## src/rtl/parallel_macc_pkg.sv

```systemverilog
// parallel_macc_pkg: shared width helpers and default formats for the neuron MAC datapath
package parallel_macc_pkg;
  function automatic int clog2(input int v);
    int r;
    r = 0;
    while ((1 << r) < v) r++;
    return r;
  endfunction
  localparam int PARALLEL_IN_DEF = 4;
  localparam int DATA1_WIDTH_DEF = 16;
  localparam int DATA1_INT_DEF = 2;
  localparam int DATA2_WIDTH_DEF = 16;
  localparam int DATA2_INT_DEF = 2;
  localparam int ACC_WIDTH_DEF = 20;
  localparam int DOUT_WIDTH_DEF = 32;
  localparam int DOUT_INT_DEF = 8;
  localparam int P_DEF = DATA1_WIDTH_DEF + DATA2_WIDTH_DEF;
  localparam int PF_DEF = P_DEF - DATA1_INT_DEF - DATA2_INT_DEF;
  localparam int S_DEF = P_DEF + clog2(PARALLEL_IN_DEF);
  localparam int A_DEF = S_DEF + ACC_WIDTH_DEF;
  localparam int DOUT_FRAC_DEF = DOUT_WIDTH_DEF - DOUT_INT_DEF;
endpackage

```

## src/rtl/parallel_macc_signed_cast_sat.sv

```systemverilog
// signed_cast_sat: signed fixed-point realign with floor truncation and saturation
module signed_cast_sat #(
  parameter int IN_WIDTH = 54,
  parameter int IN_FRAC = 28,
  parameter int OUT_WIDTH = 32,
  parameter int OUT_FRAC = 24
) (
  input  logic [IN_WIDTH-1:0]  din,
  output logic [OUT_WIDTH-1:0] dout
);
  localparam int W = IN_WIDTH + OUT_WIDTH;
  logic signed [W-1:0] ext;
  logic signed [W-1:0] aligned;
  logic fits;
  assign ext = W'($signed(din));
  if (IN_FRAC >= OUT_FRAC) begin : g_trunc
    assign aligned = ext >>> (IN_FRAC - OUT_FRAC);
  end else begin : g_pad
    assign aligned = ext <<< (OUT_FRAC - IN_FRAC);
  end
  assign fits = (&aligned[W-1:OUT_WIDTH-1]) | ~(|aligned[W-1:OUT_WIDTH-1]);
  assign dout = fits ? aligned[OUT_WIDTH-1:0] : {aligned[W-1], {(OUT_WIDTH-1){~aligned[W-1]}}};
endmodule

```

## src/rtl/parallel_macc.sv

```systemverilog
// parallel_macc: pipelined multi-lane signed MAC with per-frame saturating output
module parallel_macc
  import parallel_macc_pkg::*;
#(
  parameter int PARALLEL_IN = PARALLEL_IN_DEF,
  parameter int DATA1_WIDTH = DATA1_WIDTH_DEF,
  parameter int DATA1_INT = DATA1_INT_DEF,
  parameter int DATA2_WIDTH = DATA2_WIDTH_DEF,
  parameter int DATA2_INT = DATA2_INT_DEF,
  parameter int ACC_WIDTH = ACC_WIDTH_DEF,
  parameter int DOUT_WIDTH = DOUT_WIDTH_DEF,
  parameter int DOUT_INT = DOUT_INT_DEF
) (
  input  logic                               clk,
  input  logic                               rst,
  input  logic [PARALLEL_IN*DATA1_WIDTH-1:0] din1,
  input  logic [PARALLEL_IN*DATA2_WIDTH-1:0] din2,
  input  logic                               en,
  input  logic                               last,
  output logic [DOUT_WIDTH-1:0]              dout,
  output logic                               dout_valid
);
  localparam int P = DATA1_WIDTH + DATA2_WIDTH;
  localparam int PF = P - DATA1_INT - DATA2_INT;
  localparam int S = P + clog2(PARALLEL_IN);
  localparam int A = S + ACC_WIDTH;
  localparam int OF = DOUT_WIDTH - DOUT_INT;
  logic signed [P-1:0] prod_c [PARALLEL_IN];
  logic signed [P-1:0] prod [PARALLEL_IN];
  logic signed [S-1:0] part [PARALLEL_IN+1];
  logic signed [S-1:0] sum;
  logic signed [A-1:0] acc;
  logic signed [A-1:0] total;
  logic [DOUT_WIDTH-1:0] cast_out;
  logic en_d1, last_d1, en_d2, last_d2;
  assign part[0] = '0;
  for (genvar i = 0; i < PARALLEL_IN; i++) begin : g_lane
    assign prod_c[i] = P'($signed(din1[i*DATA1_WIDTH +: DATA1_WIDTH])) *
                       P'($signed(din2[i*DATA2_WIDTH +: DATA2_WIDTH]));
    assign part[i+1] = part[i] + S'(prod[i]);
  end
  assign total = acc + A'(sum);
  // stage 1: lane products; last is folded with en so an unqualified last never propagates
  always_ff @(posedge clk or negedge rst) begin
    if (!rst) begin
      prod <= '{default: '0};
      en_d1 <= 1'b0;
      last_d1 <= 1'b0;
    end else begin
      prod <= prod_c;
      en_d1 <= en;
      last_d1 <= en & last;
    end
  end
  // stage 2: adder-tree sum of the registered products
  always_ff @(posedge clk or negedge rst) begin
    if (!rst) begin
      sum <= '0;
      en_d2 <= 1'b0;
      last_d2 <= 1'b0;
    end else begin
      sum <= part[PARALLEL_IN];
      en_d2 <= en_d1;
      last_d2 <= last_d1;
    end
  end
  signed_cast_sat #(
    .IN_WIDTH(A),
    .IN_FRAC(PF),
    .OUT_WIDTH(DOUT_WIDTH),
    .OUT_FRAC(OF)
  ) u_cast (
    .din(total),
    .dout(cast_out)
  );
  // stage 3: accumulate, and on the frame's last beat emit the converted total and clear
  always_ff @(posedge clk or negedge rst) begin
    if (!rst) begin
      acc <= '0;
      dout <= '0;
      dout_valid <= 1'b0;
    end else begin
      dout_valid <= en_d2 & last_d2;
      if (en_d2) acc <= last_d2 ? '0 : total;
      if (en_d2 && last_d2) dout <= cast_out;
    end
  end
endmodule

```

## config.mk

```make
export PLATFORM = sky130hd
export DESIGN_NAME = parallel_macc
export DESIGN_NICKNAME = d
export VERILOG_FILES = /design/src/rtl/parallel_macc_pkg.sv /design/src/rtl/parallel_macc_signed_cast_sat.sv /design/src/rtl/parallel_macc.sv
export SDC_FILE = /design/constraint.sdc
export NUM_CORES = 2
export LEC_CHECK = 0
export CAP_MARGIN = 25
export CELL_PAD_IN_SITES_DETAIL_PLACEMENT = 1
export CELL_PAD_IN_SITES_GLOBAL_PLACEMENT = 1
export CORE_MARGIN = 1.5
export CORE_UTILIZATION = 55
export DETAILED_ROUTE_END_ITERATION = 8
export GPL_ROUTABILITY_DRIVEN = 0
export GPL_TIMING_DRIVEN = 0
export PLACE_DENSITY = 0.95
export SLEW_MARGIN = 20
export SYNTH_ARGS = -nofsm -noshare
export SYNTH_HDL_FRONTEND = slang
export SYNTH_SLANG_ARGS = --single-unit
```

## constraint.sdc

```tcl
create_clock -name clk -period 13.3 [get_ports clk]
set_clock_uncertainty 0.05 [all_clocks]
set_input_delay 2.66 -clock clk [delete_from_list [all_inputs] [get_ports clk]]
set_output_delay 2.66 -clock clk [all_outputs]
set_load 0.1 [all_outputs]
```

==> reports/metrics.cfg, run 1 <==
[clocking]
cts_setup_buffers=0
cts_root_buffer=clkbuf_16
ctsHtreeMaxLevel=1
cts_hold_buf=0
ctsLongestPathBuffers=3
cts_sinks=253
post_cts_resized=0
cts_buffers=27

[synth]
synth_seq_cells=253
synth.area.mux_share_pct=0.01887
synth_edf_count=0
synthTopCellsByCount=1,176 x inv_1, 1,114 x fa_1, 563 x nand2_1
synthDistinctLibCells=74
yosys_warnings=0
synth_top_area_share_pct=42.05
synth-main-ff-cell=dfrtp_1
synthTopCellsByArea=fa_1 42%, dfrtp_1 12%, ha_1 9.8%
yosys.area_share.xor_xnor_pct=3.617
yosysSeqAreaShare_pct=11.94
synth_cells=5570
synthSimpleGateAreaFrac_pct=14.49
synth_fa_ha_area_share_pct=51.82
syn_nets=7230
synth_top_family_by_area=adder cells
yosysTopAreaCell=fa_1
synth_area_um2=53040
synth.most_common_cell=inv_1
avgSynthCellArea_um2=9.522
synth_compound_area_share_pct=8.288
async_flop_share_pct=100.0

[placed_design]
dpl.hpwl_um=169000
post-place-ws_ns=1.500
port_buffers=164
placed_area_um2=56320

[die]
die_h_um=313.5
die_x_um=313.5
rows=113
start_util_pct=55.66
num_io_pins=165

[outcome]
run_status=did not finish
tool.error=[ERROR GRT-0232] Routing congestion too high. Check the congestion heatmap in the GUI.
lastStage=global routing

[global_routing]
track_usage_pct=77.99
antenna_found_initial=89
grt_start_max_net_pins=95
grt_remaining_overflow=181

-- cells by family after synthesis --
family | after synthesis
flops | 253
compound gates | 649
simple gates | 1534
fa+ha+maj | 1528
buf+inv | 1386
mux | 1
xor+xnor | 219
-- metal layers --
layer,GRT usage [%],overflow
met1,75.46,5
met2,89.03,93
met3,71.28,2
met4,76.60,81
met5,54.59,0
-- per-stage QoR --
stage          std cells  hold WS, ns
3_3_place_gp        6999       0.2853
3_5_place_dp        7001       0.2944
4_1_cts             7050       0.3148
2_1_floorplan       5570       0.2812
==> inputs of run 2 (changes only) <==
--- a/config.mk
+++ b/config.mk
@@ -6,14 +6,12 @@
 export NUM_CORES = 2
 export LEC_CHECK = 0
 export CAP_MARGIN = 25
-export CELL_PAD_IN_SITES_DETAIL_PLACEMENT = 1
-export CELL_PAD_IN_SITES_GLOBAL_PLACEMENT = 1
 export CORE_MARGIN = 1.5
-export CORE_UTILIZATION = 55
+export CORE_UTILIZATION = 40
 export DETAILED_ROUTE_END_ITERATION = 8
 export GPL_ROUTABILITY_DRIVEN = 0
 export GPL_TIMING_DRIVEN = 0
-export PLACE_DENSITY = 0.95
+export PLACE_DENSITY_LB_ADDON = 0.15
 export SLEW_MARGIN = 20
 export SYNTH_ARGS = -nofsm -noshare
 export SYNTH_HDL_FRONTEND = slang
==> reports/metrics.cfg, run 2 <==
[worst_setup_path]
crit_arrival_ns=11.06
cp_max_fo=10
crit_slowest_cell=clkdlybuf4s50_1
cp_common_cell=fa_1
max_stage_delay_ns=0.79
worstSetupStartpointType=primary input
crit_required_ns=13.65
critPathKind=in -> reg
endpoint_kind=flop

[synth]
synthDistinctLibCells=74  ; unchanged
synth-main-ff-cell=dfrtp_1  ; unchanged
yosysSeqAreaShare_pct=11.94  ; unchanged
synth_area_um2=53040  ; unchanged
synth_top_area_share_pct=42.05  ; unchanged
synth.most_common_cell=inv_1  ; unchanged
synth_cells=5570  ; unchanged
avgSynthCellArea_um2=9.522  ; unchanged
async_flop_share_pct=100.0  ; unchanged
synthTopCellsByCount=1,176 x inv_1, 1,114 x fa_1, 563 x nand2_1  ; unchanged
syn_nets=7230  ; unchanged
yosysTopAreaCell=fa_1  ; unchanged
synthTopCellsByArea=fa_1 42%, dfrtp_1 12%, ha_1 9.8%  ; unchanged
synth_seq_cells=253  ; unchanged
synth_edf_count=0  ; unchanged
yosys_warnings=0  ; unchanged

[die]
rows=133  ; was 113
start_util_pct=40.34  ; was 55.66%
fp.coreArea_um2=131500
die_x_um=367.1  ; was 313.5 µm
die-area_um2=134800
num_io_pins=165  ; unchanged
die_h_um=367.1  ; was 313.5 µm

[clocking]
cts_tree=yes
clk_pin_slew_worst_paths_ns=0.06
cts_sinks=253  ; unchanged
cts_hold_buf=0  ; unchanged
cts_buffers=30  ; was 27
cts_setup_buffers=0  ; unchanged
ctsHtreeMaxLevel=1  ; unchanged
ctsLongestPathBuffers=3  ; unchanged
post_cts_resized=0  ; unchanged
cts_root_buffer=clkbuf_16  ; unchanged
clock_latency_ns=0.61

[routing]
met1_length_um=64390
drt-total-wl_um=144000
postRouteAntennaNets=0
routed.top_layer=met4
vias=38224
drtIter0Drc=2093
post_drt_wl_per_cell_um=19.07
met2_length_um=69980
dr.pass1.iters=5
viasPerCell=5.063
drc_errors=0
met3RoutedLength_um=5411

[timing]
rsz0062_at_grt=no
fin_crit_sh_pct=80.53
setup_viol=0
fmax_mhz=93.37
maxSlewViolCount=0
max_slew_margin_pct=25.26
worst_pin_slew_ns=1.093
layout_min_cycle_time_ns=10.71
hold_violations=0

[min_path]
hold_class=reg -> reg

[final_layout]
layout_common_cells=1,176 x inv_1, 1,114 x fa_1, 563 x nand2_1, 505 x and2_1, 414 x ha_1
stdcell_area_um2=57990
syn_to_final_growth_pct=9.345
drive_gt1_share_pct=1.623
seqCellArea_um2=6331
reg.largest.list=prod (128), acc (54), sum (34)
final_nets=7429
regMostFlops=prod
fill_cells=12986
final_common_cell=inv_1
largest_reg_flops=128
multi_input_comb_area_um2=41490

[global_routing]
track_usage_pct=22.23
antenna_found_initial=3
grt_start_max_net_pins=102
grt_first_pass_wirelength_um=234500
grt_pass1_vias=41456
grt_remaining_overflow=0

[placed_design]
dpl.hpwl_um=124100  ; was 169,000 µm
placed_area_um2=56950  ; was 56,320 µm²
port_buffers=164  ; unchanged

[outcome]
run_status=finished, final reports clean  ; was did not finish

[flow_run]
cap_violations=0

run 2: layer usage:
| metal | global-route usage (%) | vias to the layer above |
|---|---|---|
| li1 | - | 17537 |
| met1 | 30.54 | 19678 |
| met2 | 37.91 | 824 |
| met3 | 1.902 | 185 |
| met4 | 5.451 | 0 |
| met5 | 0 | - |
run 2: cell type report:
type / instances / share of cell area, %
buffer: 209 / 1.377
multi-input combinational: 3931 / 71.55
timing repair buffer: 167 / 2.960
antenna: 2 / 0.008630
inverter: 1177 / 7.618
sequential: 253 / 10.92
clock buffer: 42 / 1.476
clock inverter: 14 / 0.3064
tap: 1755 / 3.786
run 2: logic make-up (layout without fill, tap and decap cells):
| family | after synthesis | after routing | synth area share, % |
|---|---|---|---|
| and+or+nand+nor | 1534 | 1534 | 14.49 |
| buffers and inverters | 1386 | 1609 | 9.835 |
| adders and majority gates | 1528 | 1528 | 51.82 |
| DFF | 253 | 253 | 11.94 |
| muxes | 1 | 1 | 0.01887 |
| xor gates and xnor gates | 219 | 219 | 3.617 |
| other | 0 | 2 | 0 |
| AOI/OAI and AO/OA | 649 | 649 | 8.288 |
run 2: critical path: cells and delay by family:
kind | cells | cell delay (ns)
compound gates | 7 | 2.10
xor+xnor | 1 | 0.63
fa+ha+maj | 7 | 3.27
simple gates | 3 | 0.77
buf+inv | 7 | 1.62
run 2: through the flow:
stage          hold WS (ns)  setup WS, ns  TNS [ns]  utilization [%]  cells
2_1_floorplan        0.2812         4.423         0                -   5570
3_3_place_gp         0.2903        -1.480   -355.74            43.26   7489
3_5_place_dp         0.2911         1.921         0            43.32   7492
4_1_cts              0.3115         2.485         0            44.11   7548
5_1_grt              0.3234         2.148         0            44.11   7549
6_report             0.3062         2.590         0            44.11   7550
run 2: path summary, 6_finish.rpt:
check / slack [ns] / cells past startpoint / to / from
max: 2.59 / 25 / prod[63] / din1[39]
min: 0.31 / 0 / last_d2 / last_d1
max reg2reg: 7.04 / 17 / sum[33] / prod[33]
min reg2reg: 0.31 / 0 / last_d2 / last_d1
max in group asynchronous: 10.28 / 2 / prod[93] / rst
min in group asynchronous: 1.95 / 1 / dout[10] / rst
Power of run 2 is left out: the tool's default activity adds up to more than one toggle a clock period on the data nets, which glitch-free logic cannot reach.
